## config.mk

```make
export PLATFORM = sky130hd
export DESIGN_NAME = keypad_scanner_flat
export DESIGN_NICKNAME = d
export VERILOG_FILES = /design/src/rtl/keypad_pkg.sv /design/src/rtl/keypad_scanner_if.sv /design/src/rtl/sync2.sv /design/src/rtl/keypad_scanner.sv /design/src/flat_wrapper.sv
export SDC_FILE = /design/constraint.sdc
export NUM_CORES = 1
export LEC_CHECK = 0
export BUFFER_PORTS_ARGS = -buffer_cell sky130_fd_sc_hd__buf_2
export CAP_MARGIN = 20
export CORE_ASPECT_RATIO = 0.8
export CORE_UTILIZATION = 57
export CTS_CLUSTER_SIZE = 30
export DETAILED_ROUTE_END_ITERATION = 6
export PLACE_DENSITY = 0.78
export SYNTH_ARGS = -nofsm -noshare
export SYNTH_HDL_FRONTEND = slang
export SYNTH_SLANG_ARGS = --single-unit
```

## constraint.sdc

```tcl
create_clock -name clock -period 2 [get_ports clock]
set_input_delay 0.4 -clock clock [delete_from_list [all_inputs] [get_ports clock]]
set_output_delay 0.4 -clock clock [all_outputs]
set_load 0.005 [all_outputs]
```

## src/rtl/keypad_pkg.sv

```systemverilog
// ---------------------------------------------------------------------------
// keypad_pkg
// Shared definitions for the matrix keypad scanner:
//   ScanState_t : scanner FSM states (SCAN, DEBOUNCE, HELD, RELEASE)
//   keyCode()   : maps a (row, column) position to its key code
// No ports; imported by keypad_scanner.
// ---------------------------------------------------------------------------
package keypad_pkg;

  typedef enum logic [1:0] {
    SCAN     = 2'd0,
    DEBOUNCE = 2'd1,
    HELD     = 2'd2,
    RELEASE  = 2'd3
  } ScanState_t;

  // Codes are numbered from 1 in row-major order, and the last key in the
  // matrix wraps round to 0, so a 4x4 pad fits a 4-bit code exactly.
  function automatic int keyCode(input int row, input int col,
                                 input int rows, input int cols);
    return (row * cols + col + 1) % (rows * cols);
  endfunction

endpackage

```

## src/rtl/keypad_scanner_if.sv

```systemverilog
// ---------------------------------------------------------------------------
// keypad_scanner_if
// Key delivery handshake between the scanner and its consumer.
//   key_code    : encoded key, held stable while key_valid is 1
//   key_valid   : key_code holds a key the consumer has not yet taken
//   key_ready   : consumer takes key_code when key_valid & key_ready
//   overrun     : sticky flag, a debounced press was dropped
//   overrun_clr : consumer request to clear overrun
// Modports: master (scanner side), slave (consumer side).
// ---------------------------------------------------------------------------
interface keypad_scanner_if #(
  parameter int CW = 4
);

  logic [CW-1:0] key_code;
  logic          key_valid;
  logic          key_ready;
  logic          overrun;
  logic          overrun_clr;

  modport master (
    output key_code,
    output key_valid,
    output overrun,
    input  key_ready,
    input  overrun_clr
  );

  modport slave (
    input  key_code,
    input  key_valid,
    input  overrun,
    output key_ready,
    output overrun_clr
  );

endinterface

```

## src/rtl/sync2.sv

```systemverilog
// ---------------------------------------------------------------------------
// sync2
// Parametrised-width two-flop synchronizer with synchronous reset.
//   clock : sampling clock
//   reset : synchronous active-high reset, clears both stages
//   d     : asynchronous input bus
//   q     : synchronized copy of d, two clocks late
// ---------------------------------------------------------------------------
module sync2 #(
  parameter int WIDTH = 1
) (
  input  logic             clock,
  input  logic             reset,
  input  logic [WIDTH-1:0] d,
  output logic [WIDTH-1:0] q
);

  logic [WIDTH-1:0] r_meta;
  logic [WIDTH-1:0] r_sync;

  // First stage may go metastable; the second stage gives it a full cycle
  // to settle before anything downstream looks at the value. Clearing to
  // zero right after reset is harmless for the scanner, because it only
  // samples rows at the end of a dwell, long after both stages have refilled.
  always_ff @(posedge clock) begin
    if (reset) begin
      r_meta <= '0;
      r_sync <= '0;
    end else begin
      r_meta <= d;
      r_sync <= r_meta;
    end
  end

  assign q = r_sync;

endmodule

```

## src/rtl/keypad_scanner.sv

```systemverilog
// ---------------------------------------------------------------------------
// keypad_scanner
// Scans a ROWS x COLS matrix keypad one column at a time, debounces press
// and release, and delivers one key code per press over a valid/ready
// handshake, flagging presses that arrive while a key is still pending.
//   clock     : system clock, all logic on its rising edge
//   reset     : synchronous active-high reset
//   keyboard  : active-low row sense lines, asynchronous to clock
//   col_drive : active-low one-hot column drive, all-high only in reset
//   bus       : keypad_scanner_if master (key_code/key_valid/key_ready,
//               overrun/overrun_clr)
// ---------------------------------------------------------------------------
module keypad_scanner
  import keypad_pkg::*;
#(
  parameter int ROWS            = 4,
  parameter int COLS            = 4,
  parameter int SCAN_DIV        = 1000,
  parameter int DEBOUNCE_CYCLES = 5000
) (
  input  logic            clock,
  input  logic            reset,
  input  logic [ROWS-1:0] keyboard,
  output logic [COLS-1:0] col_drive,
  keypad_scanner_if.master bus
);

  localparam int CW  = $clog2(ROWS * COLS);
  localparam int RW  = $clog2(ROWS);
  localparam int CIW = $clog2(COLS);
  localparam int DW  = $clog2(SCAN_DIV);
  localparam int BW  = $clog2(DEBOUNCE_CYCLES);

  ScanState_t r_state;
  ScanState_t w_nextState;

  logic [CIW-1:0]  r_col;
  logic [DW-1:0]   r_dwell;
  logic [BW-1:0]   r_cnt;
  logic [ROWS-1:0] r_latchRows;
  logic [RW-1:0]   r_latchRow;
  logic [CW-1:0]   r_keyCode;
  logic            r_keyValid;
  logic            r_overrun;
  logic            r_inReset;

  logic [ROWS-1:0] w_rows;
  logic            w_anyLow;
  logic            w_allHigh;
  logic            w_dwellEnd;
  logic            w_match;
  logic            w_cntLast;
  logic [RW-1:0]   w_lowRow;
  logic [CIW-1:0]  w_colNext;
  logic [CW-1:0]   w_newCode;

  logic            w_emit;
  logic            w_latch;
  logic            w_advance;
  logic            w_cntInc;
  logic            w_dwellInc;

  sync2 #(
    .WIDTH (ROWS)
  ) u_rowSync (
    .clock (clock),
    .reset (reset),
    .d     (keyboard),
    .q     (w_rows)
  );

  assign w_anyLow   = ~&w_rows;
  assign w_allHigh  = &w_rows;
  assign w_dwellEnd = (r_dwell == DW'(SCAN_DIV - 1));
  assign w_match    = (w_rows == r_latchRows);
  assign w_cntLast  = (r_cnt == BW'(DEBOUNCE_CYCLES - 1));
  assign w_colNext  = (r_col == CIW'(COLS - 1)) ? '0 : r_col + CIW'(1);
  assign w_newCode  = CW'(keyCode(int'(r_latchRow), int'(r_col), ROWS, COLS));

  // Lowest-index active row wins when several rows on the driven column
  // are low together; scanning downwards lets the lowest index overwrite.
  always_comb begin
    w_lowRow = '0;
    for (int i = ROWS - 1; i >= 0; i--) begin
      if (!w_rows[i]) begin
        w_lowRow = RW'(i);
      end
    end
  end

  // FSM state register.
  always_ff @(posedge clock) begin
    if (reset) begin
      r_state <= SCAN;
    end else begin
      r_state <= w_nextState;
    end
  end

  // FSM next-state logic. A press is only looked for on the last cycle of
  // a column's dwell, when the synchronizer has long since caught up with
  // the newly driven column. The counter compare against DEBOUNCE_CYCLES-1
  // means the transition fires on the DEBOUNCE_CYCLES-th qualifying cycle.
  always_comb begin
    w_nextState = r_state;
    case (r_state)
      SCAN: begin
        if (w_dwellEnd && w_anyLow) begin
          w_nextState = DEBOUNCE;
        end
      end
      DEBOUNCE: begin
        if (!w_match) begin
          w_nextState = SCAN;
        end else if (w_cntLast) begin
          w_nextState = HELD;
        end
      end
      HELD: begin
        if (w_allHigh) begin
          w_nextState = RELEASE;
        end
      end
      RELEASE: begin
        if (!w_allHigh) begin
          w_nextState = HELD;
        end else if (w_cntLast) begin
          w_nextState = SCAN;
        end
      end
      default: w_nextState = SCAN;
    endcase
  end

  // FSM outputs: per-state control strobes for the datapath registers.
  // Counters increment only while their qualifying condition holds and
  // clear on the cycle they complete, so they never reach a wrap point.
  always_comb begin
    w_emit     = 1'b0;
    w_latch    = 1'b0;
    w_advance  = 1'b0;
    w_cntInc   = 1'b0;
    w_dwellInc = 1'b0;
    case (r_state)
      SCAN: begin
        w_dwellInc = !w_dwellEnd;
        w_latch    = w_dwellEnd && w_anyLow;
        w_advance  = w_dwellEnd && !w_anyLow;
      end
      DEBOUNCE: begin
        w_emit    = w_match && w_cntLast;
        w_cntInc  = w_match && !w_cntLast;
        w_advance = !w_match;
      end
      RELEASE: begin
        w_cntInc  = w_allHigh && !w_cntLast;
        w_advance = w_allHigh && w_cntLast;
      end
      default: begin
      end
    endcase
  end

  // Scan datapath: dwell timer, shared debounce/release counter, column
  // index, and the row pattern and winning row captured at detection.
  always_ff @(posedge clock) begin
    if (reset) begin
      r_col       <= '0;
      r_dwell     <= '0;
      r_cnt       <= '0;
      r_latchRows <= '1;
      r_latchRow  <= '0;
    end else begin
      r_dwell <= w_dwellInc ? r_dwell + DW'(1) : '0;
      r_cnt   <= w_cntInc ? r_cnt + BW'(1) : '0;
      if (w_advance) begin
        r_col <= w_colNext;
      end
      if (w_latch) begin
        r_latchRows <= w_rows;
        r_latchRow  <= w_lowRow;
      end
    end
  end

  // Key delivery. A new key is accepted if the slot is empty or is being
  // emptied this very cycle; otherwise the key is dropped and overrun set.
  // A drop in the same cycle as overrun_clr leaves overrun set.
  always_ff @(posedge clock) begin
    if (reset) begin
      r_keyCode  <= '0;
      r_keyValid <= 1'b0;
      r_overrun  <= 1'b0;
    end else begin
      if (w_emit && (!r_keyValid || bus.key_ready)) begin
        r_keyValid <= 1'b1;
        r_keyCode  <= w_newCode;
      end else if (r_keyValid && bus.key_ready) begin
        r_keyValid <= 1'b0;
      end
      if (w_emit && r_keyValid && !bus.key_ready) begin
        r_overrun <= 1'b1;
      end else if (bus.overrun_clr) begin
        r_overrun <= 1'b0;
      end
    end
  end

  // Registered reset indicator, so col_drive goes all-high exactly for the
  // cycles following a sampled reset and column 0 is driven from the first
  // cycle after release, with no path from an input to the outputs.
  always_ff @(posedge clock) begin
    r_inReset <= reset;
  end

  assign col_drive     = r_inReset ? '1 : ~(COLS'(1) << r_col);
  assign bus.key_code  = r_keyCode;
  assign bus.key_valid = r_keyValid;
  assign bus.overrun   = r_overrun;

endmodule

```

## src/flat_wrapper.sv

```systemverilog
// flat-port wrapper written by rule: the top's interface ports become plain ports
module keypad_scanner_flat import keypad_pkg::*;
#(
  parameter int ROWS            = 4,
  parameter int COLS            = 4,
  parameter int SCAN_DIV        = 1000,
  parameter int DEBOUNCE_CYCLES = 5000
)
  (clock, reset, keyboard, col_drive, bus_key_code, bus_key_valid, bus_overrun, bus_key_ready, bus_overrun_clr);
  keypad_scanner_if #(.CW(4)) bus_i ();
  input  logic clock;
  input  logic reset;
  input  logic [ROWS-1:0] keyboard;
  output logic [COLS-1:0] col_drive;
  output wire logic [$bits(bus_i.key_code)-1:0] bus_key_code;
  output wire logic [$bits(bus_i.key_valid)-1:0] bus_key_valid;
  output wire logic [$bits(bus_i.overrun)-1:0] bus_overrun;
  input wire logic [$bits(bus_i.key_ready)-1:0] bus_key_ready;
  input wire logic [$bits(bus_i.overrun_clr)-1:0] bus_overrun_clr;
  assign bus_key_code = bus_i.key_code;
  assign bus_key_valid = bus_i.key_valid;
  assign bus_overrun = bus_i.overrun;
  assign bus_i.key_ready = bus_key_ready;
  assign bus_i.overrun_clr = bus_overrun_clr;
  keypad_scanner #(.ROWS(ROWS), .COLS(COLS), .SCAN_DIV(SCAN_DIV), .DEBOUNCE_CYCLES(DEBOUNCE_CYCLES)) u_core (.clock(clock), .reset(reset), .keyboard(keyboard), .col_drive(col_drive), .bus(bus_i));
endmodule
```

==> impl_metrics.ini <==
[place]
pre_cts_ws_ns = 0.116
place_area_sq_um = 2270
place_inst = 285
place_hpwl_microns = 2450
gp_routability_congestion = 0.762
portBuffers = 17

[cells_and_area]
layout_common_cells = dfxtp_1 (48), nor2_1 (33), buf_2 (17)
nets = 268
seq_area_sq_um = 961
layout_commonest_cell = dfxtp_1
multiInputGateArea_sq_um = 1110
final_layout_size_suffix_gt1_frac = 0.135
design_area_sq_um = 2380
n_fill_cell = 286
area_growth_pct = 11.4
instances_no_fill = 293
antenna_cells = 0
postLayoutCoreUtil = 0.681

[run_status]
outcome = finished clean

[grt]
grt_pass1_vias = 1384
grt_pass1_wl_microns = 6220
grt_max_degree = 22
antenna_found_initial = 0
groute.usage.overall = 0.201
overflow = 0

[clock_tree]
cts_hold_buf = 0
cts_resized = 0
cts_buffer_depth = 2
cts_tree = built
clock_latency_ns = 0.30
cts.sinks = 48
cts_max_level = 2
path_clk_slew_ns = 0.09
cts_root_buf = clkbuf_8
cts_made_buffers = 5
post_cts_buffers = 0

[routing]
num_vias = 1531
drc_errors = 0
totalWireLength_microns = 3560
wl_per_cell_microns = 12.2
drtIter0Drc = 86
drtPass1Iterations = 4
drtAntennaViolNets = 0
via_per_inst = 5.23

[logic_synthesis]
synth_nets = 246
synth_top_family_by_area = simple AND/OR/NAND/NOR gates
synthMuxAreaShare = 0.0480
syn_area_sq_um = 2140
syn_inst = 228
synth_top_flop_cell = dfxtp_1
synth_seq_cells = 48
async_reset_ff_frac = 0
synth_cell_type_count = 41
synth_fa_ha_area_frac = 0.0586
synth_simple_gate_area_frac = 0.264
synth_edf_count = 0
synth-xor-area-share = 0.103
yosys_warnings = 0
synth.avg_cell_area_sq_um = 9.37
ys_seq_area_frac = 0.450
synth_compound_area_frac = 0.0486

[pwr]
p_leak_nw = 0.945
vdd_drop_max_v = 0.000654
p_switching_mw = 0.406
p_sw_frac = 0.224
report.power.total_mw = 1.81
p_seq_frac = 0.552
combPwrFrac = 0.063
clock_power_share = 0.384
power.internal_mw = 1.40
p_per_area_nw_per_um2 = 760

[floorplan]
start_util = 0.611
io_pins = 18
die_width_microns = 70.4
core_sq_um = 3490
std_cell_rows = 19
die-area_sq_um = 4000
die_h_microns = 56.8

[sta]
whs_ns = 0.304
worst_slack_ns = 0.0977
finalCritPeriodShare = 0.951
hold_viol_final = 0
timing.fmax_mhz = 526
skew_ns = 0.00366
rsz0062_at_grt = no
tightest_slew_ns = 0.446
maxSlewViolCount = 0
setup_viol = 0
fin_crit_ns = 1.90
setup-tns-final_ns = 0
relSlewSlack = 0.700

[worst_setup_path]
critPathArrivalTime_ns = 2.10
critPathMaxFanout = 5
startpoint_type = flop
worstPathRequired_ns = 2.20
end_kind = flop
crit_type = reg -> reg

[min_path]
hp-class = in -> reg

[job]
drv_cap = 0
## cell usage after synthesis, types with 2 or more instances
library cell,instances,area share
mux2_2,2,0.011
nand3_1,10,0.023
mux2i_1,8,0.037
nand2b_1,7,0.021
ha_1,10,0.059
and2_1,3,0.0088
a21oi_1,4,0.0094
nor2_1,33,0.058
xnor2_1,10,0.041
nor3b_1,2,0.0070
o21ai_0,2,0.0047
and4_1,2,0.0082
nor3_1,3,0.0070
inv_1,8,0.014
nand2_1,16,0.028
dfxtp_1,48,0.45
clkbuf_1,3,0.0053
xor2_1,15,0.062
nor4b_1,2,0.0082
nand4_1,7,0.021
nor2b_1,8,0.023
and3_1,6,0.018
## critical path, cell delays in order (launching register included)
cell     delay (ns)
dfxtp_1        0.34
ha_1           0.25
and4_1         0.17
and3_1         0.21
mux2_2         0.27
a21oi_1        0.20
mux2_2         0.35
## worst paths after layout
path              cells past startpoint                  startpoint  slack (ns)                          to
setup / recovery                      6             u_core.r_cnt[0]         0.1             u_core.r_col[0]
hold / removal                        2                 keyboard[0]        0.30  u_core.u_rowSync.r_meta[0]
setup reg to reg                      6             u_core.r_cnt[0]         0.1             u_core.r_col[0]
hold reg to reg                       1  u_core.u_rowSync.r_meta[0]        0.44       u_core.u_rowSync.q[0]
## cell type report
class,count,share of cell area
multi-input combinational,166,0.468
tap,42,0.0221
clock inverter,3,0.0179
sequential,48,0.404
clock buffer,5,0.0289
inverter,9,0.0142
timing repair buffer,20,0.0452
## power groups by stage
stage          Clock [mW]  Sequential [mW]  Combinational, mW
5_1_grt             0.755             1.00              0.130
3_5_place_dp            0             1.02              0.113
2_1_floorplan           0             1.02             0.0820
4_1_cts             0.717             1.00              0.116
3_3_place_gp            0             1.02              0.111
6_report            0.696            0.999              0.115
## metal layers
metal | vias to the layer above | part of all wire | global-route usage
li1 | 813 | - | -
met1 | 689 | 0.52 | 0.286
met2 | 27 | 0.43 | 0.284
met3 | 2 | 0.041 | 0.0592
met4 | 0 | 0.0081 | 0.0771
met5 | - | 0 | 0
## logic make-up after synthesis
kind of cell / after synthesis
compound gates: 15
xor+xnor: 25
fa+ha+maj: 10
buf+inv: 14
flops: 48
mux: 10
simple gates: 106
## flip-flops by register name (all words and copies together), names as in the netlist
name,count
u_core.r_cnt,13
u_core.r_dwell,10
u_core.bus.key_code,4
u_core.r_latchRows,4
u_core.u_rowSync.q,4
u_core.u_rowSync.r_meta,4
u_core.r_col,2
u_core.r_latchRow,2
u_core.r_state,2
u_core.bus.key_valid,1
u_core.bus.overrun,1
u_core.r_inReset,1
Note: power is estimated with default switching activity, not from simulation.
